[src/rtl/button_event_pkg.sv]
// ---------------------------------------------------------------------------
// button_event_pkg
//
// Purpose:
//   Shared definitions for the front-panel button event block: the FSM state
//   encoding, the default tick thresholds for the 50 kHz panel clock, and the
//   packed event bundle that the top level registers as one word.
//
//   The tick constants are derived from one clock-rate constant so that the
//   debouncer and this block agree on what "a millisecond" is. The debouncer
//   takes DEBOUNCE_TICKS as its N.
//
// Contents:
//   state_e         IDLE / DOWN / LONG encoding
//   btn_events_t    press / release / long-press / repeat pulse bundle
//   msToTicks()     converts milliseconds to panel clock cycles
//   DEFAULT_*       default parameter values for button_event
// ---------------------------------------------------------------------------
package button_event_pkg;

  typedef enum logic [1:0] {
    IDLE = 2'd0,
    DOWN = 2'd1,
    LONG = 2'd2
  } state_e;

  // One bit per single-cycle event. "release" is a keyword, so that field
  // is called rel.
  typedef struct packed {
    logic press;
    logic rel;
    logic longPress;
    logic repeatPulse;
  } btn_events_t;

  localparam int CLK_HZ = 50_000;

  // Cycles of the panel clock in a whole number of milliseconds.
  function automatic int msToTicks(input int ms);
    return (CLK_HZ / 1000) * ms;
  endfunction

  localparam int DEFAULT_CW           = 16;
  localparam int DEFAULT_LONG_TICKS   = msToTicks(500);
  localparam int DEFAULT_REPEAT_TICKS = msToTicks(100);
  localparam int DEBOUNCE_TICKS       = msToTicks(5);

endpackage

[src/rtl/button_event_step_handshake.sv]
// ---------------------------------------------------------------------------
// button_event_step_handshake
//
// Purpose:
//   A single pending-request flag with a set/acknowledge handshake. Any
//   number of set pulses while the flag is already up collapse into one
//   request. An acknowledge only matters while the flag is up, and a set
//   arriving on the same clock as the acknowledge keeps the flag up so that
//   the newer event is not lost. Reusable by any panel input that needs to
//   hand a request to the CPU run/step control.
//
// Ports:
//   clk_i      system clock
//   n_reset_i  asynchronous active-low reset
//   set_i      raise (or keep) the request on the next clock
//   ack_i      consumer accepts the pending request
//   req_o      pending request, registered
// ---------------------------------------------------------------------------
module button_event_step_handshake
  import button_event_pkg::*;
(
  input  logic clk_i,
  input  logic n_reset_i,
  input  logic set_i,
  input  logic ack_i,
  output logic req_o
);

  logic req_q;
  logic req_d;

  // Next value of the request flag: a new set always wins, otherwise the
  // flag stays up until an acknowledge is seen while it is up. An
  // acknowledge while the flag is down falls through to "stay down".
  always_comb begin
    req_d = set_i | (req_q & ~ack_i);
  end

  // The flag itself. Reset drops any pending request immediately.
  always_ff @(posedge clk_i or negedge n_reset_i) begin
    if (!n_reset_i) begin
      req_q <= 1'b0;
    end else begin
      req_q <= req_d;
    end
  end

  assign req_o = req_q;

endmodule

[src/rtl/button_event.sv]
// ---------------------------------------------------------------------------
// button_event
//
// Purpose:
//   Sits behind the button debouncer and turns its clean, clk-synchronous
//   level into single-cycle press, release and long-press pulses, plus an
//   optional auto-repeat pulse while the button stays held. Press and repeat
//   events raise a held step request for the CPU single-step/run control,
//   which the consumer clears with step_ack_i. One instance per button.
//
//   Every output is registered; an event appears one clock after the
//   db_in_i sample that caused it.
//
// Configuration:
//   BUTTON_REPEAT_EN  when defined, the LONG state counts and emits a
//                     repeat pulse every REPEAT_TICKS cycles. When not
//                     defined, repeat_pulse_o is constant 0 and LONG just
//                     waits for the release.
//
// Parameters:
//   CW            width of the hold-time counter
//   LONG_TICKS    cycles held in DOWN before the long-press pulse (>= 2)
//   REPEAT_TICKS  cycles between auto-repeat pulses in LONG (>= 2)
//
// Ports:
//   clk_i           system clock
//   n_reset_i       asynchronous active-low reset
//   db_in_i         debounced button level, 1 = pressed
//   held_o          registered copy of db_in_i
//   press_o         one-cycle pulse on press
//   release_o       one-cycle pulse on release
//   long_press_o    one-cycle pulse when the hold reaches LONG_TICKS
//   repeat_pulse_o  one-cycle auto-repeat pulse
//   step_req_o      pending step request, held until acknowledged
//   step_ack_i      consumer accepts the pending step request
// ---------------------------------------------------------------------------
module button_event
  import button_event_pkg::*;
#(
  parameter int CW           = DEFAULT_CW,
  parameter int LONG_TICKS   = DEFAULT_LONG_TICKS,
  parameter int REPEAT_TICKS = DEFAULT_REPEAT_TICKS
) (
  input  logic clk_i,
  input  logic n_reset_i,
  input  logic db_in_i,
  output logic held_o,
  output logic press_o,
  output logic release_o,
  output logic long_press_o,
  output logic repeat_pulse_o,
  output logic step_req_o,
  input  logic step_ack_i
);

  // Thresholds must fit the counter and leave room for the settle cycle;
  // a bad instance is stopped at elaboration rather than misbehaving.
  if (LONG_TICKS < 2 || REPEAT_TICKS < 2 ||
      longint'(LONG_TICKS) >= (longint'(1) << CW) ||
      longint'(REPEAT_TICKS) >= (longint'(1) << CW)) begin : gBadParams
    $error("button_event: LONG_TICKS and REPEAT_TICKS must be >= 2 and < 2**CW");
  end

  localparam logic [CW-1:0] LONG_LAST = CW'(LONG_TICKS - 1);
`ifdef BUTTON_REPEAT_EN
  localparam logic [CW-1:0] REPEAT_LAST = CW'(REPEAT_TICKS - 1);
`endif

  state_e        state_q;
  state_e        state_d;
  logic [CW-1:0] cnt_q;
  logic [CW-1:0] cnt_d;
  logic          fresh_q;
  logic          fresh_d;
  logic          held_q;
  btn_events_t   ev_q;
  btn_events_t   ev_d;
  logic          stepSet;

  // State register. Besides the state and the hold counter it keeps
  // fresh_q, which is high for exactly the first cycle after any state
  // change. The counter does not advance in that cycle, which is what puts
  // the long-press LONG_TICKS+1 cycles after the press pulse and the first
  // repeat REPEAT_TICKS+1 cycles after the long-press, while later repeats
  // (no state change) come every REPEAT_TICKS cycles.
  always_ff @(posedge clk_i or negedge n_reset_i) begin
    if (!n_reset_i) begin
      state_q <= IDLE;
      cnt_q   <= '0;
      fresh_q <= 1'b0;
    end else begin
      state_q <= state_d;
      cnt_q   <= cnt_d;
      fresh_q <= fresh_d;
    end
  end

  // Next-state and counter logic. A low db_in_i is tested first in DOWN and
  // LONG so a release always beats a long-press or repeat that would fall
  // on the same cycle. The counter is cleared on every state change and
  // whenever it hits a threshold, so it never wraps.
  always_comb begin
    state_d = state_q;
    cnt_d   = cnt_q;
    case (state_q)
      IDLE: begin
        cnt_d = '0;
        if (db_in_i) begin
          state_d = DOWN;
        end
      end
      DOWN: begin
        if (!db_in_i) begin
          state_d = IDLE;
          cnt_d   = '0;
        end else if (fresh_q) begin
          cnt_d = '0;
        end else if (cnt_q == LONG_LAST) begin
          state_d = LONG;
          cnt_d   = '0;
        end else begin
          cnt_d = cnt_q + CW'(1);
        end
      end
      LONG: begin
        if (!db_in_i) begin
          state_d = IDLE;
          cnt_d   = '0;
        end else begin
`ifdef BUTTON_REPEAT_EN
          if (fresh_q) begin
            cnt_d = '0;
          end else if (cnt_q == REPEAT_LAST) begin
            cnt_d = '0;
          end else begin
            cnt_d = cnt_q + CW'(1);
          end
`else
          cnt_d = '0;
`endif
        end
      end
      default: begin
        state_d = IDLE;
        cnt_d   = '0;
      end
    endcase
    fresh_d = (state_d != state_q);
  end

  // Event decode. Each pulse is derived from the transition being taken,
  // so at most one can be high: press is IDLE->DOWN, release is any exit to
  // IDLE, long-press is DOWN->LONG, and repeat is a counter wrap while
  // staying in LONG.
  always_comb begin
    ev_d           = '0;
    ev_d.press     = (state_q == IDLE) && (state_d == DOWN);
    ev_d.rel       = ((state_q == DOWN) || (state_q == LONG)) && (state_d == IDLE);
    ev_d.longPress = (state_q == DOWN) && (state_d == LONG);
`ifdef BUTTON_REPEAT_EN
    ev_d.repeatPulse = (state_q == LONG) && (state_d == LONG) &&
                       !fresh_q && (cnt_q == REPEAT_LAST);
`endif
  end

  // Output register for the level copy and the event pulses. Reset clears
  // everything at once, so a reset during a hold never produces a release.
  always_ff @(posedge clk_i or negedge n_reset_i) begin
    if (!n_reset_i) begin
      held_q <= 1'b0;
      ev_q   <= '0;
    end else begin
      held_q <= db_in_i;
      ev_q   <= ev_d;
    end
  end

  // The request is raised from the same decode that launches the press or
  // repeat pulse, so step_req_o rises in the same cycle as that pulse.
  assign stepSet = ev_d.press | ev_d.repeatPulse;

  button_event_step_handshake uStepHandshake (
    .clk_i     (clk_i),
    .n_reset_i (n_reset_i),
    .set_i     (stepSet),
    .ack_i     (step_ack_i),
    .req_o     (step_req_o)
  );

  assign held_o         = held_q;
  assign press_o        = ev_q.press;
  assign release_o      = ev_q.rel;
  assign long_press_o   = ev_q.longPress;
  assign repeat_pulse_o = ev_q.repeatPulse;

endmodule

[config.mk]
export PLATFORM = sky130hd
export DESIGN_NAME = button_event
export DESIGN_NICKNAME = d
export VERILOG_FILES = /design/src/rtl/button_event_pkg.sv /design/src/rtl/button_event_step_handshake.sv /design/src/rtl/button_event.sv
export SDC_FILE = /design/constraint.sdc
export NUM_CORES = 1
export LEC_CHECK = 0
export ABC_AREA = 1
export CAP_MARGIN = 5
export CORE_UTILIZATION = 51
export DETAILED_ROUTE_END_ITERATION = 10
export PLACE_DENSITY = 0.71
export SETUP_SLACK_MARGIN = 0.05
export SYNTH_ARGS = -nofsm -noshare
export SYNTH_HDL_FRONTEND = slang
export SYNTH_SLANG_ARGS = --single-unit
[constraint.sdc]
create_clock -name clk_i -period 2.5 [get_ports clk_i]
set_clock_uncertainty 0.1 [all_clocks]
set_input_delay 0.375 -clock clk_i [delete_from_list [all_inputs] [get_ports clk_i]]
set_output_delay 0.375 -clock clk_i [all_outputs]
set_load 0.02 [all_outputs]
Word-level counts from Yosys, hierarchy flattened
Cells that the tools add are included.
W data, S select, Z words.
- register bits after elaboration: 24
- bits of input ports: 4
- output and inout bits: 6
- word-level logic and storage cells: 34
- $add $sub $neg: 1
- equality and inequality tests: 6
- muxes and demuxes: 10
- bitwise gates (word level): 3
- reduce and logical (&&, ||, !) cells: 6
- operator list (cell ; count):
    $mux W16 ; 4
    $add A16 B1 Y16 const B ; 1
    $eq A16 B15 Y1 const B ; 1
    $mux W2 ; 5
    $pmux W2 S3 ; 1
    $eq A2 B1 Y1 const B ; 2
    $eq A2 B2 Y1 const B ; 2
    $logic_not A2 Y1 ; 2
    $logic_and A1 B1 Y1 ; 3
    $ne A2 B2 Y1 ; 1
    $and A1 B1 Y1 ; 1
    $logic_or A1 B1 Y1 ; 1
    $not A1 Y1 ; 1
    $or A1 B1 Y1 ; 1

Logic depth before layout (Yosys ltp)
- depth after elaboration: 8
- mapped depth: 11
- depth with buffers taken out: 11

Hierarchy
A second synthesis with hierarchy kept.
- cells, all modules: 158
- area, all modules: 1285.0 um^2
- modules (own cells, without submodules) (module ; times used ; cells an instance ; area each (um^2) ; sequential area each (um^2)):
    button_event ; 1 ; 153 ; 1244.9 ; 575.6
    button_event_step_handshake ; 1 ; 5 ; 40.0 ; 25.0

Worst setup path after synthesis
OpenSTA, ideal clock, no wires.
- path type: reg-to-reg
- start: reg cnt_q[0]
- end: reg cnt_q[12]
- library setup time: 122 ps
- data arrival time: 1284 ps
- data required time: 2278 ps
- path slack: 994 ps
- stages on the path, launching flop included: 11
- path buffers: 0
- period minus slack after synthesis: 1506 ps
- cell sequence: dfrtp_1 > ha_1 > nand2_2 > nor2_4 > nand3_4 > nor2_4 > nand2_4 > nor2_8 > inv_2 > o21ai_1 > a21oi_1
- longest elaborated chain between the ends: 5
- elaborated cells on any way between the ends: 6
- classes of those cells: 1 x add/sub; 1 x eq/ne; 4 x mux
- RTL lines (item ; RTL line ; RTL):
    start, declared ; button_event.sv:71 ; logic [CW-1:0] cnt_q;
    start signal, assigned ; button_event.sv:93 ; cnt_q <= cnt_d;
    $add A16 B1 Y16 or $eq A16 B15 Y1 (tied branches) ; button_event.sv:122, button_event.sv:118 ;
    $mux W16 (*) ; button_event.sv:118 ; end else if (cnt_q == LONG_LAST) begin
    $mux W16 (*) ; button_event.sv:116 ; end else if (fresh_q) begin
    $mux W16 (*) ; button_event.sv:113 ; if (!db_in_i) begin
    $mux W16 (*) ; -- ;
    named net cnt_d[12] ; button_event.sv:72 ; logic [CW-1:0] cnt_d;
The timed path passes the listed nets; every way through them passes the cells marked *.

Worst setup path in the final report
- start: reg uStepHandshake.req_q, in the netlist uStepHandshake.req_o
- end: out step_req_o
- RTL lines (item ; RTL line ; RTL):
    start, declared ; button_event_step_handshake.sv:29 ; logic req_q;
    start signal, assigned ; button_event_step_handshake.sv:44 ; req_q <= req_d;
    end, declared ; button_event.sv:52 ; output logic step_req_o,
No word-level cell between the ends.

==> flow_summary.html <==
<table>
<tr><th>Metric</th><th>Value</th></tr>
<tr><th colspan="2">Detailed routing</th></tr>
<tr><td>Vias after detailed routing</td><td>1071</td></tr>
<tr><td>Detailed-route vias per instance</td><td>5.174</td></tr>
<tr><td>Iteration-0 DRC Markers</td><td>14</td></tr>
<tr><td>Final wirelength</td><td>2466 um</td></tr>
<tr><td>Initial DRT Pass Iterations</td><td>4</td></tr>
<tr><td>Count of unresolved DRC violations after routing</td><td>0</td></tr>
<tr><td>Post-DRT Antenna Nets</td><td>0</td></tr>
<tr><td>Avg WL per Cell</td><td>11.91 um</td></tr>
<tr><th colspan="2">Yosys</th></tr>
<tr><td>Proportion of synthesized chip area in sequential cells</td><td>0.4558</td></tr>
<tr><td>Post-synthesis area per instance</td><td>7.985 sq um</td></tr>
<tr><td>Post-Synthesis Cells</td><td>165</td></tr>
<tr><td>Number of warnings printed during yosys synthesis</td><td>0</td></tr>
<tr><td>FF+latch count, synth</td><td>24</td></tr>
<tr><td>Post-Synthesis Net Count</td><td>174</td></tr>
<tr><td>Netlist area before placement</td><td>0.001318 sq mm</td></tr>
<tr><td>Yosys cell types</td><td>24</td></tr>
<tr><th colspan="2">STA</th></tr>
<tr><td>Fraction of the cycle the final worst path needs</td><td>0.7035</td></tr>
<tr><td>Post-route worst hold slack</td><td>0.2955 ns</td></tr>
<tr><td>Total setup violations reported at the end of the flow</td><td>0</td></tr>
<tr><td>Setup TNS</td><td>0 ns</td></tr>
<tr><td>Time the worst path needs with I/O delays and setup</td><td>1.759 ns</td></tr>
<tr><td>Worst setup slack after layout</td><td>0.7411 ns</td></tr>
<tr><td>Upper clock frequency limit</td><td>0.5685 GHz</td></tr>
<tr><td>Setup repair after global routing missed its margin</td><td>no</td></tr>
<tr><td>Final Hold Violating Endpoints</td><td>0</td></tr>
<tr><td>Count of pins over their slew limit</td><td>0</td></tr>
<tr><th colspan="2">Setup path</th></tr>
<tr><td>Start point of the critical path</td><td>uStepHandshake.req_o</td></tr>
<tr><td>Worst setup SP type</td><td>flip-flop</td></tr>
<tr><td>Max stage delay cell, worst path</td><td>clkdlybuf4s50_1</td></tr>
<tr><td>Critical path endpoint category</td><td>output port</td></tr>
<tr><td>Critical path peak fanout</td><td>2</td></tr>
<tr><td>Required time at the endpoint of the critical path</td><td>2.03 ns</td></tr>
<tr><td>Critical path's largest stage delay</td><td>0.61 ns</td></tr>
<tr><td>Worst path buffer plus inverter count</td><td>1</td></tr>
<tr><td>Cells along the critical path</td><td>clkdlybuf4s50_1</td></tr>
<tr><td>Dominant delay contributor by cell family on the critical path</td><td>buffers and inverters</td></tr>
<tr><td>Arr. time, crit path</td><td>1.28 ns</td></tr>
<tr><td>Reg-to-reg critical path startpoint</td><td>state_q[1]</td></tr>
<tr><td>Setup Crit Path Kind</td><td>reg -&gt; out</td></tr>
<tr><th colspan="2">Die</th></tr>
<tr><td>Starting Density</td><td>0.5367</td></tr>
<tr><td>Horizontal die dimension</td><td>52.83 um</td></tr>
<tr><td>Core box area</td><td>0.002455 sq mm</td></tr>
<tr><td>Chip Height</td><td>52.83 um</td></tr>
<tr><td>FP Rows</td><td>18</td></tr>
<tr><td>I/O Pins</td><td>10</td></tr>
<tr><td>Total die area</td><td>0.002790 sq mm</td></tr>
<tr><th colspan="2">Cells and area</th></tr>
<tr><td>Post-layout nets</td><td>187</td></tr>
<tr><td># fillers</td><td>217</td></tr>
<tr><td>Fraction of final layout cells with drive strength greater than 1</td><td>0.1243</td></tr>
<tr><td>Post-layout instance area</td><td>0.001488 sq mm</td></tr>
<tr><td>Antenna Cells</td><td>0</td></tr>
<tr><td>Layout Area Growth over Synthesis</td><td>12.92%</td></tr>
<tr><td>Share of the core filled with cells</td><td>0.6060</td></tr>
<tr><th colspan="2">Global route</th></tr>
<tr><td>Antenna violations before repair</td><td>0</td></tr>
<tr><td>First-pass GRT wire length</td><td>4064 um</td></tr>
<tr><td>Global-route usage over all layers</td><td>0.1991</td></tr>
<tr><td>Pin count of the biggest net entering global routing</td><td>25</td></tr>
<tr><td>Grt ovf</td><td>0</td></tr>
<tr><td>Number of global-route vias before repair</td><td>972</td></tr>
<tr><th colspan="2">Power and ir drop</th></tr>
<tr><td>Maximum vdd ir drop</td><td>566.1 uV</td></tr>
<tr><td>Leakage</td><td>0.7049 nW</td></tr>
<tr><td>P per Cell Area</td><td>684.8 mW/mm^2</td></tr>
<tr><th colspan="2">Clock tree</th></tr>
<tr><td>Clk pin slew, worst setup/hold paths</td><td>0.15 ns</td></tr>
<tr><td>Clock Sinks</td><td>24</td></tr>
<tr><td>TritonCTS clock tree</td><td>yes</td></tr>
<tr><td>Cts repair resizes</td><td>0</td></tr>
<tr><td>Hold-fix buffers at CTS</td><td>0</td></tr>
<tr><td>Clk root buf</td><td>clkbuf_4</td></tr>
<tr><td>Clock Path Buffers</td><td>2</td></tr>
<tr><td>CTS buffer count</td><td>3</td></tr>
<tr><td>Number of H-tree levels</td><td>1</td></tr>
<tr><td>Number of setup buffers added after CTS</td><td>0</td></tr>
<tr><td>Clock Latency Late Sink</td><td>0.32 ns</td></tr>
<tr><th colspan="2">Job</th></tr>
<tr><td>Number of max-capacitance violations reported</td><td>0</td></tr>
<tr><th colspan="2">Place</th></tr>
<tr><td>Number of port buffers</td><td>8</td></tr>
<tr><td>Routability-driven placement congestion ratio</td><td>0.8281</td></tr>
<tr><td>Placement-stage cell area</td><td>0.001435 sq mm</td></tr>
<tr><td>Detail Placement HPWL</td><td>1861 um</td></tr>
<tr><td>Placement-stage worst setup slack</td><td>0.6142 ns</td></tr>
<tr><th colspan="2">Min path</th></tr>
<tr><td>HP Class</td><td>in -&gt; async</td></tr>
<tr><th colspan="2">Status</th></tr>
<tr><td>Status</td><td>finished, final reports clean</td></tr>
</table>
-- registers in the layout, summed over array words and instances, names as in the netlist --
| signal | flops |
|---|---|
| cnt_q | 16 |
| press_o | 1 |
| state_q | 2 |
| held_o | 1 |
| long_press_o | 1 |
| release_o | 1 |
| fresh_q | 1 |
| uStepHandshake.req_o | 1 |
-- final timing paths --
| kind | endpoint | slack, ns | depth (start not counted) |
|---|---|---|---|
| worst min register to register | cnt_q[0] | 0.40 | 1 |
| max in group asynchronous | uStepHandshake.req_o | 1.76 | 2 |
| min in group clk_i | cnt_q[0] | 0.40 | 1 |
| worst max register to register | cnt_q[5] | 0.74 | 8 |
| worst max-delay path | step_req_o | 0.74 | 1 |
| worst min-delay path | press_o | 0.30 | 2 |
-- area by class of cell --
cell class              count  area [sq um]  share of cell area
clock buffers               3         22.52             0.01514
clock inverters             1         30.03             0.02018
inverters                  28         105.1             0.07065
multi-input cells         112         604.3              0.4062
flip-flops and latches     24         600.6              0.4037
well taps                  30         37.54             0.02523
repair buffers              9         87.58             0.05887
-- placed cells by master, fill, tap and decap left out --
master           instances
nor2_1                  28
nand2_1                 27
dfrtp_1                 24
inv_1                   22
a21oi_1                  9
nand3_1                  8
clkdlybuf4s50_1          8
o21ai_0                  7
inv_2                    5
nand2_2                  5
ha_1                     5
nor3_1                   4
nand4_1                  4
o21ai_1                  3
clkbuf_4                 3
nor2_4                   2
o21a_1                   2
xor2_1                   2
nand3_4                  1
nand2_4                  1
nor2_8                   1
nor2_2                   1
nand3_2                  1
clkinv_1                 1
conb_1                   1
bufinv_16                1
buf_4                    1
-- kinds of logic after synthesis --
family                     synth area share
AOI/OAI and AO/OA                   0.08356
xor gates and xnor gates            0.01330
adders and majority gates           0.04748
buffers and inverters               0.08547
DFF                                  0.4558
other                              0.002846
and+or+nand+nor                      0.3115
-- power breakdown --
| part | switching, mW | internal, mW |
|---|---|---|
| clock network | 0.121 | 0.162 |
| logic | 0.175 | 0.102 |
| registers | 0.0270 | 0.432 |
-- stage by stage --
step | std cells | total power, mW
after floorplan | 165 | 0.6431
after global placement | 203 | 0.7338
after detailed placement | 203 | 0.7476
after CTS | 207 | 1.030
after global routing | 207 | 1.081
final | 207 | 1.019
-- cells in the mapped netlist --
| master | n | share of area |
|---|---|---|
| nand3_4 | 1 | 0.013 |
| nor3_1 | 4 | 0.015 |
| inv_2 | 5 | 0.014 |
| o21ai_0 | 7 | 0.027 |
| nand3_2 | 1 | 0.0076 |
| nand3_1 | 8 | 0.030 |
| o21a_1 | 2 | 0.011 |
| nor2_4 | 2 | 0.017 |
| nand2_2 | 5 | 0.024 |
| nand2_4 | 1 | 0.0085 |
| nor2_8 | 1 | 0.015 |
| dfrtp_1 | 24 | 0.46 |
| nor2_1 | 28 | 0.080 |
| nand4_1 | 4 | 0.019 |
| nor2_2 | 1 | 0.0048 |
| a21oi_1 | 9 | 0.034 |
| buf_4 | 1 | 0.0057 |
| conb_1 | 1 | 0.0028 |
| nand2_1 | 27 | 0.077 |
| ha_1 | 5 | 0.047 |
| inv_1 | 22 | 0.063 |
| xor2_1 | 2 | 0.013 |
| o21ai_1 | 3 | 0.011 |
| clkinv_1 | 1 | 0.0028 |
-- layer usage --
layer / GRT usage / share of wire / up-vias
met4: 0.07895 / 0.0061 / 0
li1: - / - / 545
met3: 0.03188 / 0.029 / 2
met5: 0 / 0 / -
met2: 0.3354 / 0.49 / 18
met1: 0.2523 / 0.48 / 506
Note: power is estimated with default switching activity, not from simulation.
